--- src/rtl/multicycle_controller_pkg.sv ---
// Shared definitions for the multicycle controller.
// Holds the FSM state enum, opcode and R-type funct constants, the ALU
// control encoding, and the 2-bit ALU operation class used between the FSM
// and the ALU decoder.
package multicycle_controller_pkg;

    typedef enum logic [3:0] {
        S_FETCH,
        S_DECODE,
        S_MEMADR,
        S_MEMRD,
        S_MEMWB,
        S_MEMWR,
        S_RTYPEEX,
        S_RTYPEWB,
        S_BEQEX,
        S_BNEEX,
        S_ORIEX,
        S_ADDIEX,
        S_IMMWB,
        S_JEX
    } state_t;

    // ALU operation class requested by the FSM; FUNCT defers to the funct field.
    typedef enum logic [1:0] {
        ALUOP_ADD   = 2'b00,
        ALUOP_SUB   = 2'b01,
        ALUOP_FUNCT = 2'b10,
        ALUOP_OR    = 2'b11
    } aluop_t;

    localparam logic [5:0] OP_RTYPE = 6'b000000;
    localparam logic [5:0] OP_LW    = 6'b100011;
    localparam logic [5:0] OP_SW    = 6'b101011;
    localparam logic [5:0] OP_BEQ   = 6'b000100;
    localparam logic [5:0] OP_BNE   = 6'b000101;
    localparam logic [5:0] OP_ADDI  = 6'b001000;
    localparam logic [5:0] OP_ORI   = 6'b001101;
    localparam logic [5:0] OP_J     = 6'b000010;

    localparam logic [5:0] FN_ADD = 6'b100000;
    localparam logic [5:0] FN_SUB = 6'b100010;
    localparam logic [5:0] FN_AND = 6'b100100;
    localparam logic [5:0] FN_OR  = 6'b100101;
    localparam logic [5:0] FN_SLT = 6'b101010;

    localparam logic [2:0] ALU_ADD = 3'b010;
    localparam logic [2:0] ALU_SUB = 3'b110;
    localparam logic [2:0] ALU_AND = 3'b000;
    localparam logic [2:0] ALU_OR  = 3'b001;
    localparam logic [2:0] ALU_SLT = 3'b111;

endpackage

--- src/rtl/multicycle_controller_if.sv ---
// Controller <-> datapath bundle.
// Datapath-to-controller: op, funct (from the instruction register), zero
// (ALU flag), memready (memory access completes this cycle).
// Controller-to-datapath: strobes, mux selects, pcen, alucontrol, and the
// instr_done / illegal_op status pulses.
// slave = controller side, master = datapath side.
interface multicycle_controller_if;
    logic [5:0] op;
    logic [5:0] funct;
    logic       zero;
    logic       memready;

    logic       memwrite;
    logic       irwrite;
    logic       regwrite;
    logic       iord;
    logic       memtoreg;
    logic       regdst;
    logic       alusrca;
    logic [1:0] alusrcb;
    logic [1:0] pcsrc;
    logic       pcen;
    logic [2:0] alucontrol;
    logic       instr_done;
    logic       illegal_op;

    modport master (
        output op, funct, zero, memready,
        input  memwrite, irwrite, regwrite, iord, memtoreg, regdst, alusrca,
               alusrcb, pcsrc, pcen, alucontrol, instr_done, illegal_op
    );

    modport slave (
        input  op, funct, zero, memready,
        output memwrite, irwrite, regwrite, iord, memtoreg, regdst, alusrca,
               alusrcb, pcsrc, pcen, alucontrol, instr_done, illegal_op
    );
endinterface

--- src/rtl/multicycle_controller_alu_decoder.sv ---
// ALU decoder: maps the FSM's ALU operation class plus the R-type funct
// field onto the 3-bit alucontrol code.
// Ports: funct (in, 6), aluop (in, aluop_t), alucontrol (out, 3),
//        funct_valid (out, 1: funct is one of the supported R-type ops).
module alu_decoder
    import multicycle_controller_pkg::*;
(
    input  logic [5:0] funct,
    input  aluop_t     aluop,
    output logic [2:0] alucontrol,
    output logic       funct_valid
);

    logic [2:0] funct_alu;

    always_comb begin
        funct_valid = 1'b1;
        funct_alu   = ALU_ADD;
        case (funct)
            FN_ADD:  funct_alu = ALU_ADD;
            FN_SUB:  funct_alu = ALU_SUB;
            FN_AND:  funct_alu = ALU_AND;
            FN_OR:   funct_alu = ALU_OR;
            FN_SLT:  funct_alu = ALU_SLT;
            default: funct_valid = 1'b0;
        endcase
    end

    always_comb begin
        alucontrol = ALU_ADD;
        case (aluop)
            ALUOP_ADD:   alucontrol = ALU_ADD;
            ALUOP_SUB:   alucontrol = ALU_SUB;
            ALUOP_OR:    alucontrol = ALU_OR;
            ALUOP_FUNCT: alucontrol = funct_alu;
        endcase
    end

endmodule

--- src/rtl/multicycle_controller.sv ---
// Multicycle MIPS-subset controller FSM.
// Ports: clk, reset (synchronous, active-high), bus (slave modport of
// multicycle_controller_if). All outputs are combinational from the current
// state and the live op/funct/zero/memready inputs.
// MEM_WAIT_EN=1 makes FETCH/MEMRD/MEMWR stall on memready; 0 treats
// memready as always high. EXT_OPS_EN=0 makes bne and ori illegal.
module multicycle_controller
    import multicycle_controller_pkg::*;
#(
    parameter bit MEM_WAIT_EN = 1'b0,
    parameter bit EXT_OPS_EN  = 1'b1
) (
    input  logic                  clk,
    input  logic                  reset,
    multicycle_controller_if.slave bus
);

    state_t state_reg, state_next;
    state_t decode_next;
    aluop_t aluop;
    logic   funct_valid;
    logic   op_legal;
    logic   mem_ok;

    assign mem_ok = MEM_WAIT_EN ? bus.memready : 1'b1;

    alu_decoder u_alu_decoder (
        .funct       (bus.funct),
        .aluop       (aluop),
        .alucontrol  (bus.alucontrol),
        .funct_valid (funct_valid)
    );

    always_ff @(posedge clk) begin
        if (reset) state_reg <= S_FETCH;
        else       state_reg <= state_next;
    end

    // Opcode dispatch out of DECODE; an unsupported funct makes an R-type illegal.
    always_comb begin
        op_legal    = 1'b1;
        decode_next = S_FETCH;
        case (bus.op)
            OP_LW, OP_SW: decode_next = S_MEMADR;
            OP_RTYPE: begin
                decode_next = S_RTYPEEX;
                op_legal    = funct_valid;
            end
            OP_BEQ:  decode_next = S_BEQEX;
            OP_BNE: begin
                decode_next = S_BNEEX;
                op_legal    = EXT_OPS_EN;
            end
            OP_ADDI: decode_next = S_ADDIEX;
            OP_ORI: begin
                decode_next = S_ORIEX;
                op_legal    = EXT_OPS_EN;
            end
            OP_J:    decode_next = S_JEX;
            default: op_legal = 1'b0;
        endcase
        if (!op_legal) decode_next = S_FETCH;
    end

    always_comb begin
        state_next      = state_reg;
        aluop           = ALUOP_ADD;
        bus.memwrite    = 1'b0;
        bus.irwrite     = 1'b0;
        bus.regwrite    = 1'b0;
        bus.iord        = 1'b0;
        bus.memtoreg    = 1'b0;
        bus.regdst      = 1'b0;
        bus.alusrca     = 1'b0;
        bus.alusrcb     = 2'b00;
        bus.pcsrc       = 2'b00;
        bus.pcen        = 1'b0;
        bus.instr_done  = 1'b0;
        bus.illegal_op  = 1'b0;

        case (state_reg)
            S_FETCH: begin
                bus.alusrcb = 2'b01;
                bus.irwrite = mem_ok;
                bus.pcen    = mem_ok;
                if (mem_ok) state_next = S_DECODE;
            end
            S_DECODE: begin
                bus.alusrcb    = 2'b11;
                bus.illegal_op = !op_legal;
                bus.instr_done = !op_legal;
                state_next     = decode_next;
            end
            S_MEMADR: begin
                bus.alusrca = 1'b1;
                bus.alusrcb = 2'b10;
                state_next  = (bus.op == OP_LW) ? S_MEMRD : S_MEMWR;
            end
            S_MEMRD: begin
                bus.iord = 1'b1;
                if (mem_ok) state_next = S_MEMWB;
            end
            S_MEMWB: begin
                bus.memtoreg   = 1'b1;
                bus.regwrite   = 1'b1;
                bus.instr_done = 1'b1;
                state_next     = S_FETCH;
            end
            S_MEMWR: begin
                // memwrite stays high for the whole stall; done only on the last cycle
                bus.iord     = 1'b1;
                bus.memwrite = 1'b1;
                if (mem_ok) begin
                    bus.instr_done = 1'b1;
                    state_next     = S_FETCH;
                end
            end
            S_RTYPEEX: begin
                bus.alusrca = 1'b1;
                aluop       = ALUOP_FUNCT;
                state_next  = S_RTYPEWB;
            end
            S_RTYPEWB: begin
                bus.regdst     = 1'b1;
                bus.regwrite   = 1'b1;
                bus.instr_done = 1'b1;
                state_next     = S_FETCH;
            end
            S_BEQEX, S_BNEEX: begin
                bus.alusrca    = 1'b1;
                aluop          = ALUOP_SUB;
                bus.pcsrc      = 2'b01;
                bus.pcen       = (state_reg == S_BEQEX) ? bus.zero : !bus.zero;
                bus.instr_done = 1'b1;
                state_next     = S_FETCH;
            end
            S_ADDIEX, S_ORIEX: begin
                bus.alusrca = 1'b1;
                bus.alusrcb = 2'b10;
                aluop       = (state_reg == S_ORIEX) ? ALUOP_OR : ALUOP_ADD;
                state_next  = S_IMMWB;
            end
            S_IMMWB: begin
                bus.regwrite   = 1'b1;
                bus.instr_done = 1'b1;
                state_next     = S_FETCH;
            end
            S_JEX: begin
                bus.pcsrc      = 2'b10;
                bus.pcen       = 1'b1;
                bus.instr_done = 1'b1;
                state_next     = S_FETCH;
            end
            default: state_next = S_FETCH;
        endcase

        // No side effects may reach the datapath while reset is held.
        if (reset) begin
            bus.memwrite   = 1'b0;
            bus.irwrite    = 1'b0;
            bus.regwrite   = 1'b0;
            bus.pcen       = 1'b0;
            bus.instr_done = 1'b0;
            bus.illegal_op = 1'b0;
        end
    end

endmodule

--- src/flat_wrapper.sv ---
// flat-port wrapper written by rule: the top's interface ports become plain ports
module multicycle_controller_flat import multicycle_controller_pkg::*;
#(
    parameter bit MEM_WAIT_EN = 1'b0,
    parameter bit EXT_OPS_EN  = 1'b1
)
  (clk, reset, bus_op, bus_funct, bus_zero, bus_memready, bus_memwrite, bus_irwrite, bus_regwrite, bus_iord, bus_memtoreg, bus_regdst, bus_alusrca, bus_alusrcb, bus_pcsrc, bus_pcen, bus_alucontrol, bus_instr_done, bus_illegal_op);
  multicycle_controller_if bus_i ();
  input  logic clk;
  input  logic reset;
  input wire logic [$bits(bus_i.op)-1:0] bus_op;
  input wire logic [$bits(bus_i.funct)-1:0] bus_funct;
  input wire logic [$bits(bus_i.zero)-1:0] bus_zero;
  input wire logic [$bits(bus_i.memready)-1:0] bus_memready;
  output wire logic [$bits(bus_i.memwrite)-1:0] bus_memwrite;
  output wire logic [$bits(bus_i.irwrite)-1:0] bus_irwrite;
  output wire logic [$bits(bus_i.regwrite)-1:0] bus_regwrite;
  output wire logic [$bits(bus_i.iord)-1:0] bus_iord;
  output wire logic [$bits(bus_i.memtoreg)-1:0] bus_memtoreg;
  output wire logic [$bits(bus_i.regdst)-1:0] bus_regdst;
  output wire logic [$bits(bus_i.alusrca)-1:0] bus_alusrca;
  output wire logic [$bits(bus_i.alusrcb)-1:0] bus_alusrcb;
  output wire logic [$bits(bus_i.pcsrc)-1:0] bus_pcsrc;
  output wire logic [$bits(bus_i.pcen)-1:0] bus_pcen;
  output wire logic [$bits(bus_i.alucontrol)-1:0] bus_alucontrol;
  output wire logic [$bits(bus_i.instr_done)-1:0] bus_instr_done;
  output wire logic [$bits(bus_i.illegal_op)-1:0] bus_illegal_op;
  assign bus_i.op = bus_op;
  assign bus_i.funct = bus_funct;
  assign bus_i.zero = bus_zero;
  assign bus_i.memready = bus_memready;
  assign bus_memwrite = bus_i.memwrite;
  assign bus_irwrite = bus_i.irwrite;
  assign bus_regwrite = bus_i.regwrite;
  assign bus_iord = bus_i.iord;
  assign bus_memtoreg = bus_i.memtoreg;
  assign bus_regdst = bus_i.regdst;
  assign bus_alusrca = bus_i.alusrca;
  assign bus_alusrcb = bus_i.alusrcb;
  assign bus_pcsrc = bus_i.pcsrc;
  assign bus_pcen = bus_i.pcen;
  assign bus_alucontrol = bus_i.alucontrol;
  assign bus_instr_done = bus_i.instr_done;
  assign bus_illegal_op = bus_i.illegal_op;
  multicycle_controller #(.MEM_WAIT_EN(MEM_WAIT_EN), .EXT_OPS_EN(EXT_OPS_EN)) u_core (.clk(clk), .reset(reset), .bus(bus_i));
endmodule
--- config.mk ---
export PLATFORM = sky130hd
export DESIGN_NAME = multicycle_controller_flat
export DESIGN_NICKNAME = d
export VERILOG_FILES = /design/src/rtl/multicycle_controller_pkg.sv /design/src/rtl/multicycle_controller_if.sv /design/src/rtl/multicycle_controller_alu_decoder.sv /design/src/rtl/multicycle_controller.sv /design/src/flat_wrapper.sv
export SDC_FILE = /design/constraint.sdc
export NUM_CORES = 1
export LEC_CHECK = 0
export ABC_AREA = 1
export BUFFER_PORTS_ARGS = -buffer_cell sky130_fd_sc_hd__buf_2
export CAP_MARGIN = 15
export CORE_MARGIN = 8
export CORE_UTILIZATION = 44
export DETAILED_ROUTE_END_ITERATION = 8
export GPL_TIMING_DRIVEN = 0
export PLACE_DENSITY = 0.77
export SLEW_MARGIN = 20
export SYNTH_ARGS = -nofsm -noshare
export SYNTH_HDL_FRONTEND = slang
export SYNTH_SLANG_ARGS = --single-unit
--- constraint.sdc ---
create_clock -name clk -period 1.45 [get_ports clk]
set_input_delay 0 -clock clk [delete_from_list [all_inputs] [get_ports clk]]
set_output_delay 0 -clock clk [all_outputs]
set_load 0.005 [all_outputs]
== After elaboration in Yosys (flattened, before gate mapping) ==
Cells that the tools add are included.

* Bits in registers: 4
* Latch bits: 0
* Bits in writable memories: 0
* ROM bits: 0
* Output and inout port bits: 17
* Logic and storage cells: 74
* Memories: 0

* Add/sub/neg operators: 0
* $mul: 0
* Div/mod/pow operators: 0
* Order comparisons: 0
* Eq/ne operators: 28
* Shift operators: 0
* Multiplexer cells: 29
* Bitwise logic cells: 0
* Reduce and logical (&&, ||, !) cells: 16

{| class="wikitable"
|+ Operator list
! operator !! number
|-
| 6-bit == test (second input constant) || 7
|-
| 4-bit case mux with 7 select lines || 1
|-
| 4-bit == test (second input constant) || 6
|-
| 3-bit case mux with 4 select lines || 2
|-
| 4-bit case mux with 6 select lines || 1
|-
| 4-bit by 3-bit == test with 1-bit output (second input constant) || 4
|-
| 1-bit 2-to-1 mux || 16
|-
| 7-bit OR reduction || 2
|-
| 6-bit by 3-bit == test with 1-bit output (second input constant) || 2
|-
| 6-bit by 4-bit == test with 1-bit output (second input constant) || 2
|-
| 2-bit case mux with 3 select lines || 2
|-
| 2-bit OR reduction || 5
|-
| 4-bit by 2-bit == test with 1-bit output (second input constant) || 2
|-
| 6-bit by 2-bit == test with 1-bit output (second input constant) || 1
|-
| 6-bit zero test || 1
|-
| 1-bit case mux with 2 select lines || 3
|-
| 3-bit OR reduction || 2
|-
| 6-bit OR reduction || 1
|-
| 5-bit OR reduction || 1
|-
| 2-bit == test (second input constant) || 2
|-
| 4-bit by 1-bit == test with 1-bit output (second input constant) || 1
|-
| 4-bit zero test || 1
|-
| 4-bit 2-to-1 mux || 1
|-
| 2-bit case mux with 2 select lines || 1
|-
| 5 further kinds || 6
|}

== Longest topological paths before layout ==
* Depth after elaboration: 7
* Gate-level depth with buffers: 9

== Cells and area by module ==
A second synthesis with hierarchy kept.

* Cells, all modules: 129
* Area total of the unflattened synthesis: 674.4 um^2

{| class="wikitable"
|+ By module, submodules not included
! module !! instances !! cells each !! area each (um^2) !! sequential area each (um^2)
|-
| multicycle_controller || 1 || 102 || 549.3 || 80.1
|-
| alu_decoder || 1 || 27 || 125.1 || 0.0
|}

== Worst setup path after synthesis ==
Ideal clock, no wire load.

* Kind: reg-to-reg
* Start point: register u_core.state_reg[1]
* End point: register u_core.state_reg[2]
* Arrival time: 0.970 ns
* Required time: 1.384 ns
* Path slack: 0.414 ns
* Stages on the path, launching flop included: 9
* Path buffers: 0
* Period minus slack after synthesis: 1.036 ns
* Path through: dfxtp_1 -> inv_2 -> nor2_4 -> inv_2 -> nor2_4 -> nor2_2 -> nand2_1 -> a21oi_1 -> a21oi_2

* Longest elaborated chain between the ends: 3

{| class="wikitable"
|+ RTL lines
! what !! RTL line !! text
|-
| start: declaration || multicycle_controller.sv:18 || <nowiki>state_t state_reg, state_next;</nowiki>
|-
| start signal: assignment || multicycle_controller.sv:36 || <nowiki>else state_reg <= state_next;</nowiki>
|-
| 4-bit == test || multicycle_controller.sv:81 || <nowiki>case (state_reg)</nowiki>
|-
| 2-bit OR reduction || n/a ||
|-
| 4-bit case mux with 6 select lines * || multicycle_controller.sv:81 ||
|}

Mark *: on every way between the ends. The rest lies on a longest branch, timed or not.
A chain may end at the register's enable or synchronous reset.

== Worst setup path after layout ==
* Start point: register u_core.state_reg[2]
* End point: output bus_alusrcb[1]

* Longest elaborated chain between the ends: 3

{| class="wikitable"
|+ RTL lines
! what !! RTL line !! text
|-
| 4-bit by 2-bit == test with 1-bit output or 4-bit == test (tied branches) || multicycle_controller.sv:81 ||
|-
| 3-bit OR reduction (no source line) || n/a ||
|-
| 2-bit case mux with 3 select lines * || multicycle_controller.sv:81 ||
|-
| end: declaration || flat_wrapper.sv:22 || <nowiki>output wire logic [$bits(bus_i.alusrcb)-1:0] bus_alusrcb;</nowiki>
|}

Marks and branches as above.

==> metrics.csv <==
metric,value,unit
ir_drop,0.2002,mV
core,1334,um^2
clkSinkCount,4,
ys_seq_elements,4,
synth_area_leader_cell,nor2_1,
power,0.3619,mW
wire_per_inst,10.13,um
relSlewSlack,0.8507,
synth_top_family_by_area,simple AND/OR/NAND/NOR gates,
layout-drive-gt1-share,0.4026,
cts_tree,yes,
comb_power_share,0.316,
grt_max_degree,10,
die-area,2917,um^2
grt_overflow_total,0,
postSynthAreaPerCell,5.297,um^2
async_reset_ff_frac,0,
synth_flop_cell,dfxtp_1,
swShare,0.2974,
rsz0062_at_grt,yes,
fin_worst_skew,2.054,ps
drv_cap,0,
yosys-top-cells-area,"nor2_1, nand2_1, dfxtp_1",
drc,0,
seqPwrFrac,0.332,
multi_input_area,465.4,um^2
synth_fp_nets,136,
synth_compound_area_frac,0.1713,
critical_path.startpoint_type,flop,
max_slew.worst_pin.slew,223.1,ps
grt_pass1_wl,2939,um
yosysSeqAreaShare,0.1260,
internal_power,0.2543,mW
crit_path_end_kind,output port,
clk_pin_slew,30,ps
crit_chain,inv_2 > nand2_1 > nor2_2 > or3_1 > buf_2,
start_util,0.4765,
wirelength,1712,um
synth_xor_area_frac,0,
final.setup.tns,0,ps
p_per_area,427.9,nW/um^2
dr.pass1.iters,4,
yosysMostFrequentCell,nor2_1,
clkLatencyLatePin,220,ps
dieWidth,54.01,um
nets,172,
port_buffers,30,
synthTopCellsByCount,"nor2_1, nand2_1, inv_1, nand3_1",
syn_to_final_growth,33.07,%
setup_viol,0,
cp.buffers_inverters,2,
fin_crit,1352,ps
fin_crit_sh,0.9322,
power.leakage,0.4909,nW
grt_usage,0.1256,
slew_violations,0,
yosysTopAreaCellShare,0.1535,
final_area,845.8,um^2
antenna_found_initial,0,
fillers,119,
crit_slowest_cell,or3_1,
hold_path_class,in -> reg,
synthMuxAreaShare,0,
cp.required,1450,ps
die_h,54.01,um
antenna_cells,0,
switchingPower,0.1076,mW
critPathMaxStageDelay,370,ps
num_rows,13,
syn_area,635.6,um^2
grt_pass1_vias,795,
synthCells,120,
first_iter_violations,12,
ios,33,
worst-setup-path-type,reg -> out,
place_congestion,0.9153,
antenna_left,0,
cp.arrival,1350,ps
status,completed,
numCtsBuffers,3,
clockBufferDepth,2,
largest_reg_flops,4,
drt-vias-per-instance,4.982,
placed_area,804.5,um^2
ys_warn_count,0,
path_delay_family,simple AND/OR/NAND/NOR gates,
synth_edf_count,0,
root_buffer,clkbuf_4,
num_vias,842,
clock.fmax,739.8,MHz
ys_types,23,
synthAdderAreaFrac,0,
register_area,83.83,um^2
crit_fanout,4,
hold_violations,0,
htree_levels,1,
synth-simple-area-share,0.5492,
p_clk_frac,0.353,
dp_hpwl,1515,um
==> layout make-up <==
class / instances / share of cell area
Tap cell: 15 / 0.02219
Buffer: 1 / 0.008876
Timing Repair Buffer: 31 / 0.1864
Inverter: 24 / 0.1065
Multi-Input combinational cell: 91 / 0.5503
Sequential cell: 4 / 0.09911
Clock buffer: 3 / 0.02663
==> worst register-to-register path: stages (launching register included) <==
cell     delay, ps
dfxtp_1        330
inv_2           60
nand2_1        150
nor2_2          90
nor2_2         100
nand2_1         50
a21oi_1        150
a21oi_2         70
==> cells in the final DEF (no fill, tap or decap), types with 4 or more instances in the layout <==
cell type  count
a21oi_1        4
inv_2          7
nand2_1       25
nor2_2         7
inv_1         17
nor2_4         4
nor2_1        23
nand3_1       10
buf_2         30
==> logic make-up after synthesis <==
| kind of cell | count (synthesis) |
|---|---|
| AND/OR/NAND/NOR | 75 |
| flip-flops | 4 |
| AO/OA/AOI/OAI | 16 |
| buffers and inverters | 25 |
==> power by group through the flow <==
stage	combinational [mW]	sequential [mW]	clock, mW
after floorplan	0.0664	0.119	0
after global placement	0.111	0.121	0
after detailed placement	0.114	0.121	0
after CTS	0.114	0.119	0.132
after global routing	0.131	0.120	0.150
final	0.114	0.120	0.128
==> per-layer routing <==
layer  vias to the layer above  track usage  wire length, um
met5                         -            0                0
met3                         2      0.01377              156
met4                         0      0.06967               25
li1                        446            -                -
met2                        27       0.2471              876
met1                       367       0.1227              654
==> through the flow <==
step	std cells	util	hold slack (ps)	setup WS [ps]
floorplan	120	-	156.2	414.5
global placement	165	0.6032	226.9	242.5
detailed placement	165	0.6032	238.6	230.2
CTS	168	0.6229	1.647	4.598
global route	169	0.6341	6.835	-3.907
finish	169	0.6341	4.031	98.25
==> worst paths after layout <==
check / end / slack [ps] / cells past startpoint / start
worst max-delay path: bus_alusrcb[1] / 100 / 5 / u_core.state_reg[2]
worst max register to register: u_core.state_reg[2] / 330 / 7 / u_core.state_reg[2]
worst min register to register: u_core.state_reg[0] / 620 / 3 / u_core.state_reg[3]
worst min-delay path: u_core.state_reg[0] / 4 / 2 / reset
==> what timing repair did <==
action / 4_1_cts / 5_1_grt
setup buffers: 0 / 1
hold buffers: 0 / 0
resized for setup: 2 / 8
pin swaps: 0 / 1
endpoints found under the setup margin: 2 / 5
(Power assumes the default switching activity.)
